[config.mk]
export PLATFORM = sky130hd
export DESIGN_NAME = bus_drive_arbiter_flat
export DESIGN_NICKNAME = d
export VERILOG_FILES = /design/src/rtl/bus_drive_arbiter_if.sv /design/src/rtl/bus_drive_arbiter.sv /design/src/flat_wrapper.sv
export SDC_FILE = /design/constraint.sdc
export NUM_CORES = 1
export LEC_CHECK = 0
export ABC_AREA = 1
export CAP_MARGIN = 10
export CORE_MARGIN = 4
export CORE_UTILIZATION = 30
export DETAILED_ROUTE_END_ITERATION = 6
export PLACE_DENSITY = 0.5
export SLEW_MARGIN = 20
export SYNTH_ARGS = -nofsm -noshare
export SYNTH_HDL_FRONTEND = slang
export SYNTH_SLANG_ARGS = --single-unit
[constraint.sdc]
create_clock -name clk -period 1.9 [get_ports clk]
set_input_delay 0.57 -clock clk [delete_from_list [all_inputs] [get_ports clk]]
set_output_delay 0.57 -clock clk [all_outputs]
set_load 0.01 [all_outputs]
[src/rtl/bus_drive_arbiter_if.sv]
// Request/enable bundle between the bus requesters and the '540 output-enable arbiter.
// The master side owns the requests; the slave side (the arbiter) drives grants and enables.
interface bus_drive_arbiter_if #(
    parameter int N_SRC = 4
);
    localparam int OW = (N_SRC > 1) ? $clog2(N_SRC) : 1;

    logic [N_SRC-1:0] req;
    logic [N_SRC-1:0] gnt;
    logic [N_SRC-1:0] oe_n;
    logic [OW-1:0]    owner;
    logic             busy;

    modport master (
        output req,
        input  gnt,
        input  oe_n,
        input  owner,
        input  busy
    );

    modport slave (
        input  req,
        output gnt,
        output oe_n,
        output owner,
        output busy
    );
endinterface

[src/rtl/bus_drive_arbiter.sv]
// Round-robin owner selection for N_SRC inverting '540 bus buffers.
// Owner changes always pass through DEAD_CYCLES all-off cycles, so the drivers never overlap.
module bus_drive_arbiter #(
    parameter int N_SRC       = 4,
    parameter int DEAD_CYCLES = 2,
    parameter int MAX_HOLD    = 8
) (
    input  logic                 clk,
    input  logic                 rst_n,
    bus_drive_arbiter_if.slave   bus
);
    localparam int OW        = (N_SRC > 1) ? $clog2(N_SRC) : 1;
    localparam int HOLD_LAST = (MAX_HOLD > 0) ? MAX_HOLD - 1 : 0;
    localparam int HW        = (HOLD_LAST > 0) ? $clog2(HOLD_LAST + 1) : 1;
    localparam int DW        = $clog2(DEAD_CYCLES + 1);

    typedef enum logic [1:0] {IDLE, GRANT, DEAD} state_t;

    state_t           state;
    logic [OW-1:0]    rr_ptr;
    logic [OW-1:0]    owner;
    logic [N_SRC-1:0] gnt;
    logic             busy;
    logic [HW-1:0]    hcnt;
    logic [DW-1:0]    dcnt;

    logic             found;
    logic [OW-1:0]    win;
    logic [N_SRC-1:0] win_onehot;
    logic             owner_req;
    logic             others_req;
    logic             hold_hit;

    // Search starts just after the last winner and wraps, so the last winner has lowest priority.
    always_comb begin
        found = 1'b0;
        win   = '0;
        for (int i = 1; i <= N_SRC; i++) begin
            if (!found && bus.req[(int'(rr_ptr) + i) % N_SRC]) begin
                found = 1'b1;
                win   = OW'((int'(rr_ptr) + i) % N_SRC);
            end
        end
    end

    assign win_onehot = {{(N_SRC-1){1'b0}}, 1'b1} << win;
    assign owner_req  = bus.req[owner];
    assign others_req = |(bus.req & ~gnt);
    assign hold_hit   = (MAX_HOLD != 0) && (hcnt == HW'(HOLD_LAST)) && others_req;

    always_ff @(posedge clk or negedge rst_n) begin
        if (!rst_n) begin
            state  <= IDLE;
            rr_ptr <= OW'(N_SRC - 1);
            gnt    <= '0;
            owner  <= '0;
            busy   <= 1'b0;
            hcnt   <= '0;
            dcnt   <= '0;
        end else begin
            case (state)
                IDLE: begin
                    if (found) begin
                        state  <= GRANT;
                        gnt    <= win_onehot;
                        owner  <= win;
                        busy   <= 1'b1;
                        rr_ptr <= win;
                        hcnt   <= '0;
                    end
                end
                GRANT: begin
                    if (!owner_req || hold_hit) begin
                        state <= DEAD;
                        gnt   <= '0;
                        busy  <= 1'b0;
                        dcnt  <= DW'(DEAD_CYCLES - 1);
                    end else if (hcnt != HW'(HOLD_LAST)) begin
                        hcnt <= hcnt + HW'(1);
                    end
                end
                DEAD: begin
                    if (dcnt == '0) begin
                        if (found) begin
                            state  <= GRANT;
                            gnt    <= win_onehot;
                            owner  <= win;
                            busy   <= 1'b1;
                            rr_ptr <= win;
                            hcnt   <= '0;
                        end else begin
                            state <= IDLE;
                        end
                    end else begin
                        dcnt <= dcnt - DW'(1);
                    end
                end
                default: state <= IDLE;
            endcase
        end
    end

    assign bus.gnt   = gnt;
    assign bus.oe_n  = ~gnt;
    assign bus.owner = owner;
    assign bus.busy  = busy;
endmodule

[src/flat_wrapper.sv]
// flat-port wrapper written by rule: the top's interface ports become plain ports
module bus_drive_arbiter_flat 
#(
    parameter int N_SRC       = 4,
    parameter int DEAD_CYCLES = 2,
    parameter int MAX_HOLD    = 8
)
  (clk, rst_n, bus_req, bus_gnt, bus_oe_n, bus_owner, bus_busy);
  bus_drive_arbiter_if #(.N_SRC(N_SRC)) bus_i ();
  input  logic clk;
  input  logic rst_n;
  input wire logic [$bits(bus_i.req)-1:0] bus_req;
  output wire logic [$bits(bus_i.gnt)-1:0] bus_gnt;
  output wire logic [$bits(bus_i.oe_n)-1:0] bus_oe_n;
  output wire logic [$bits(bus_i.owner)-1:0] bus_owner;
  output wire logic [$bits(bus_i.busy)-1:0] bus_busy;
  assign bus_i.req = bus_req;
  assign bus_gnt = bus_i.gnt;
  assign bus_oe_n = bus_i.oe_n;
  assign bus_owner = bus_i.owner;
  assign bus_busy = bus_i.busy;
  bus_drive_arbiter #(.N_SRC(N_SRC), .DEAD_CYCLES(DEAD_CYCLES), .MAX_HOLD(MAX_HOLD)) u_core (.clk(clk), .rst_n(rst_n), .bus(bus_i));
endmodule
# Yosys cells after proc, flatten, opt, wreduce, memory -nomap -nowiden
# Index checks and enable logic that the tools add are counted.
# word_totals
out_inout_bits	11
in_bits	6
ff_bits	16
wordCells	108
# classes
n_reduce_logical	24
n_lt_le_gt_ge	5
n_eq_ne	10
n_mux	49
n_shift	1
bitwise	6
n_addsub	6
# op_table
op	count
$mux 2	13
$mux 1	17
$lt 3x4->1 const B	4
$mux 3	4
$mux 4	3
$pmux 2 s2	3
$pmux 4 s3	1
$bmux 1 s2	5
$pmux 3 s3	1
$reduce_and 3->1	3
$ne 2x1->1 const B	4
$reduce_or 2->1	4
$pmux 2 s3	1
$add 2x1->2 const B	2
$add 2x2->2 const B	2
$and 1x1->1 const A	4
$and 4x4->4	1
$logic_and 1x1->1	4
$logic_not 1->1	4
$logic_not 2->1	2
$ne 2x2->1 const B	2
$not 4->4	1
$reduce_and 4->1	1
$reduce_bool 2->1	2
other kinds (13)	13

# Depth between registers and ports, before layout
# depth
ltp_word	20
ltp_mapped	13
ltp_nobuf	12

# Worst setup path before layout
# No wires, ideal clock.
# synth_timing
path_type	reg2reg
start	register u_core.state[0]
end	register u_core.gnt[1] (netlist: u_core.bus.gnt[1])
slack_ps	287
path_stages_with_launch	11
setup_time_ps	117
n_path_buf	0
t_arrival_ps	1495
path_cell_list	dfrtp_1 > inv_1 > ha_1 > inv_1 > nor2_1 > nor2_1 > nand2_1 > inv_1 > o21ai_4 > nand2_1 > nand2_1
# synth_via
elab_chain_len	3
word_cells_on_any_way	8
# synth_lines
element	line	text
start, declared	bus_drive_arbiter.sv:19	state_t state;
start signal, assigned	bus_drive_arbiter.sv:53	state <= IDLE;
start signal, assigned	bus_drive_arbiter.sv:64	state <= GRANT;
start signal, assigned	bus_drive_arbiter.sv:74	state <= DEAD;
$eq 2x2->1 (tied with other cells)	bus_drive_arbiter.sv:61	case (state)
$ne 2x1->1 (no line) / $reduce_bool 3->1 (equally long branches)	n/a	
$reduce_and 3->1 (no line)	n/a	
end signal, assigned	bus_drive_arbiter.sv:65	gnt <= win_onehot;
end signal, assigned	bus_drive_arbiter.sv:86	gnt <= win_onehot;
end, declared	bus_drive_arbiter.sv:22	logic [N_SRC-1:0] gnt;
# Several ways; a longest one is shown, not always the timed one.
# A chain may end at the register's enable or synchronous reset.

# Final worst setup path
# layout_timing
start	register u_core.gnt[1] (netlist: u_core.bus.gnt[1])
end	output bus_oe_n[1]
# layout_via
elab_chain_len	1
# layout_lines
element	line	text
$not 4->4	bus_drive_arbiter.sv:104	assign bus.oe_n = ~gnt;
end, declared	flat_wrapper.sv:14	output wire logic [$bits(bus_i.oe_n)-1:0] bus_oe_n;
# Every way passes these cells.

==> results.md <==
* Detailed-route DRC error count at 0
* Num rows at 22
* Max-slew violations at 0
* Register Area at 402.9 um2
* Via density at 4.498
* Setup violators final at 0
* Yosys Warn Count at 0
* Total grt overflow at 0
* Vias at approximately 1100
* DRT antenna net count at 0
* Crit path kind: reg2out
* Crit path arrival time at 1280 ps
* Ys async rst share at 1.000
* Input/output buffers at 16
* Flop-to-flop setup slack at 180 ps
* Metal2 WL at 1492 um
* Clock Skews at 4.264 ps
* WL/cell at 11.80 um
* I/O pin total at 17
* Beginning of the worst hold path: u_core.hcnt[2]$_DFFE_PN0P_
* Die outline width at 71.70 um
* CTS sink count at 16
* Count leader, synth: nand2_1
* CTS clk-pin slew, worst paths at about 70 ps
* N_diodes at 0
* P per Cell Area at 1936 nW/um2
* Clk root buf: clkbuf_8
* Initial cell density of the core at 0.3205
* Mapped Area at around 1200 um2
* Inst Count DP at 247
* Peak VDD IR at approximately 690 uV
* Reg2Reg Depth at 11
* Crit Path Max Fanout at 4
* Setup WS post-layout at 52.55 ps
* Htree depth at 1
* Initial antenna violation count at 0
* Met3 wire length at ~130 um
* Reg2reg start: u_core.rr_ptr[0]$_DFFE_PN1P_
* Cell variety after synth at 22
* Worst skew pair latency at approximately 250 ps
* Worst hold margin at 482.9 ps
* Status: finished clean
* Sequential share of the synthesized area at 0.3309
* Fmax at 541.3 MHz
* Layout overhead on the synthesized area at 33.61%
* Top post-synthesis cells by area: dfrtp_1 29%, nand2_1 20%, inv_1 7.4%
* Slew HR at 0.7800
* Routability cong. at about 0.81
* First-pass iteration count of the detailed router at 5
* Chip height at 71.70 um
* Fillers at 393
* Total CTS buffers at 3
* Top cell type's share of synthesized area at 0.2878
* Critical Path Start: u_core.bus.gnt[1]$_DFFE_PN0P_
* Crit end category: output pin
* Vias in the first global route at 1150
* CTS tree: built
* Gate Count Post-Synth at between 150 and 200
* DIE AREA at 5141 um2
* Max-cap viol count at 0
* Mapped Nets at approximately 190
* Crit path launch type: flip-flop
* Largest net degree at the start of global routing at 11
* Pre-CTS setup slack at -407.0 ps
* LEAKAGE at 0.9219 nW
* Max layer used: met4
* Routed metal-1 wirelength at 1350 um
* Tot Pwr at around 3.1 mW
* CTS Buffer Depth at 2
* RSZ-0062 raised after global routing: no
* Hold depth at 2
* Final wirelength at ~3000 um
* Hold crit path type: reg2reg
* Final hold viol count at 0
* Area leader, netlist: dfrtp_1
* Share of layout cells above drive strength 1 at 0.2560
* Gr usage total at 0.1270
* Non-filler cells, final at 255
* EDFF count, synth at 0
* Mean Syn Cell Area at 6.957 um2
* Global-route wire length before repair at 5250 um
* Ys flop type: dfrtp_1
* Worst Path Required at 1330 ps
* Final Cycle Share at 0.9723
* CORE AREA at 3799 um2
* FF+latch count, synth at 16
* Area of the multi-input gates at 725.7 um2
* Nets at 221
* Starting DRT DRC Count at 80
* DP Wirelength at 2421 um
* Slew @ Worst Pin at 329.0 ps
* Synth cell count leaders: 64 x nand2_1, 24 x inv_1, 17 x nand3_1, 14 x dfrtp_1
* Tmin final at 1847 ps
-- logic make-up (layout without fill, tap and decap cells) --
logic type               Yosys count  count (layout)  synth area share
adder cells (fa/ha/maj)            7               7           0.07194
flip-flops                        16              16            0.3309
AND/OR/NAND/NOR                  108             108            0.4265
AO/OA/AOI/OAI                     14              14           0.06784
buffers and inverters             30              62            0.1028
-- stage by stage --
step                TNS [ps]  cell area [um2]  utilization
floorplan                  0             1217            -
global route               0             1627       0.4282
finish                     0             1627       0.4282
detailed placement     -4567             1494       0.3933
global placement       -4534             1494       0.3933
CTS                        0             1570       0.4134
-- critical path, stage by stage, from the launching register on --
cell	delay, ps
dfrtp_1	420
inv_1	70
clkdlybuf4s50_1	530
-- report_power, final --
| group | leakage [nW] | internal [mW] | switching (mW) |
|---|---|---|---|
| combinational | 0.692 | 0.893 | 1.29 |
| clock | 0.0288 | 0.184 | 0.126 |
| sequential | 0.201 | 0.513 | 0.148 |
| total | 0.922 | 1.59 | 1.56 |
-- final timing paths --
path                                                 endpoint
min in group asynchronous          u_core.dcnt[1]$_DFFE_PN0P_
worst min register to register     u_core.hcnt[2]$_DFFE_PN0P_
worst max register to register     u_core.hcnt[2]$_DFFE_PN0P_
worst max-delay path                              bus_oe_n[1]
worst min-delay path               u_core.hcnt[2]$_DFFE_PN0P_
max in group asynchronous       u_core.bus.gnt[0]$_DFFE_PN0P_
-- flip-flops by register name, indices dropped and copies added, names as in the netlist --
name              count
u_core.bus.gnt        4
u_core.hcnt           3
u_core.bus.owner      2
u_core.dcnt           2
u_core.rr_ptr         2
u_core.state          2
u_core.bus.busy       1
-- cell usage in the layout (no fill, tap or decap), drive strengths merged --
cell	count
nand4	1
inv	29
clkbuf	4
nor2	12
buf	13
nand2	75
dfstp	2
dfrtp	14
o22ai	1
dlygate4sd2	1
o21ai	13
dlymetal6s2s	5
or2	1
ha	7
nand3	19
clkdlybuf4s50	10
-- layout make-up --
| type | instances | area share |
|---|---|---|
| flip-flops and latches | 16 | 0.2477 |
| clock buffers | 4 | 0.03385 |
| repair buffers | 29 | 0.1654 |
| well taps | 48 | 0.03692 |
| inverters | 29 | 0.07000 |
| multi-input cells | 129 | 0.4462 |
-- per-layer routing --
layer	GRT usage	vias up
met1	0.1581	518
met4	0.03967	0
met3	0.02525	5
met5	0	-
li1	-	605
met2	0.2194	19
-- what timing repair did --
item / CTS / global route
setup buffers: 2 / 2
hold buffers: 0 / 0
resized for setup: 4 / 18
endpoints found under the setup margin: 7 / 15
pin swaps: 2 / 3
No activity file was read; power rests on OpenSTA's default activity.
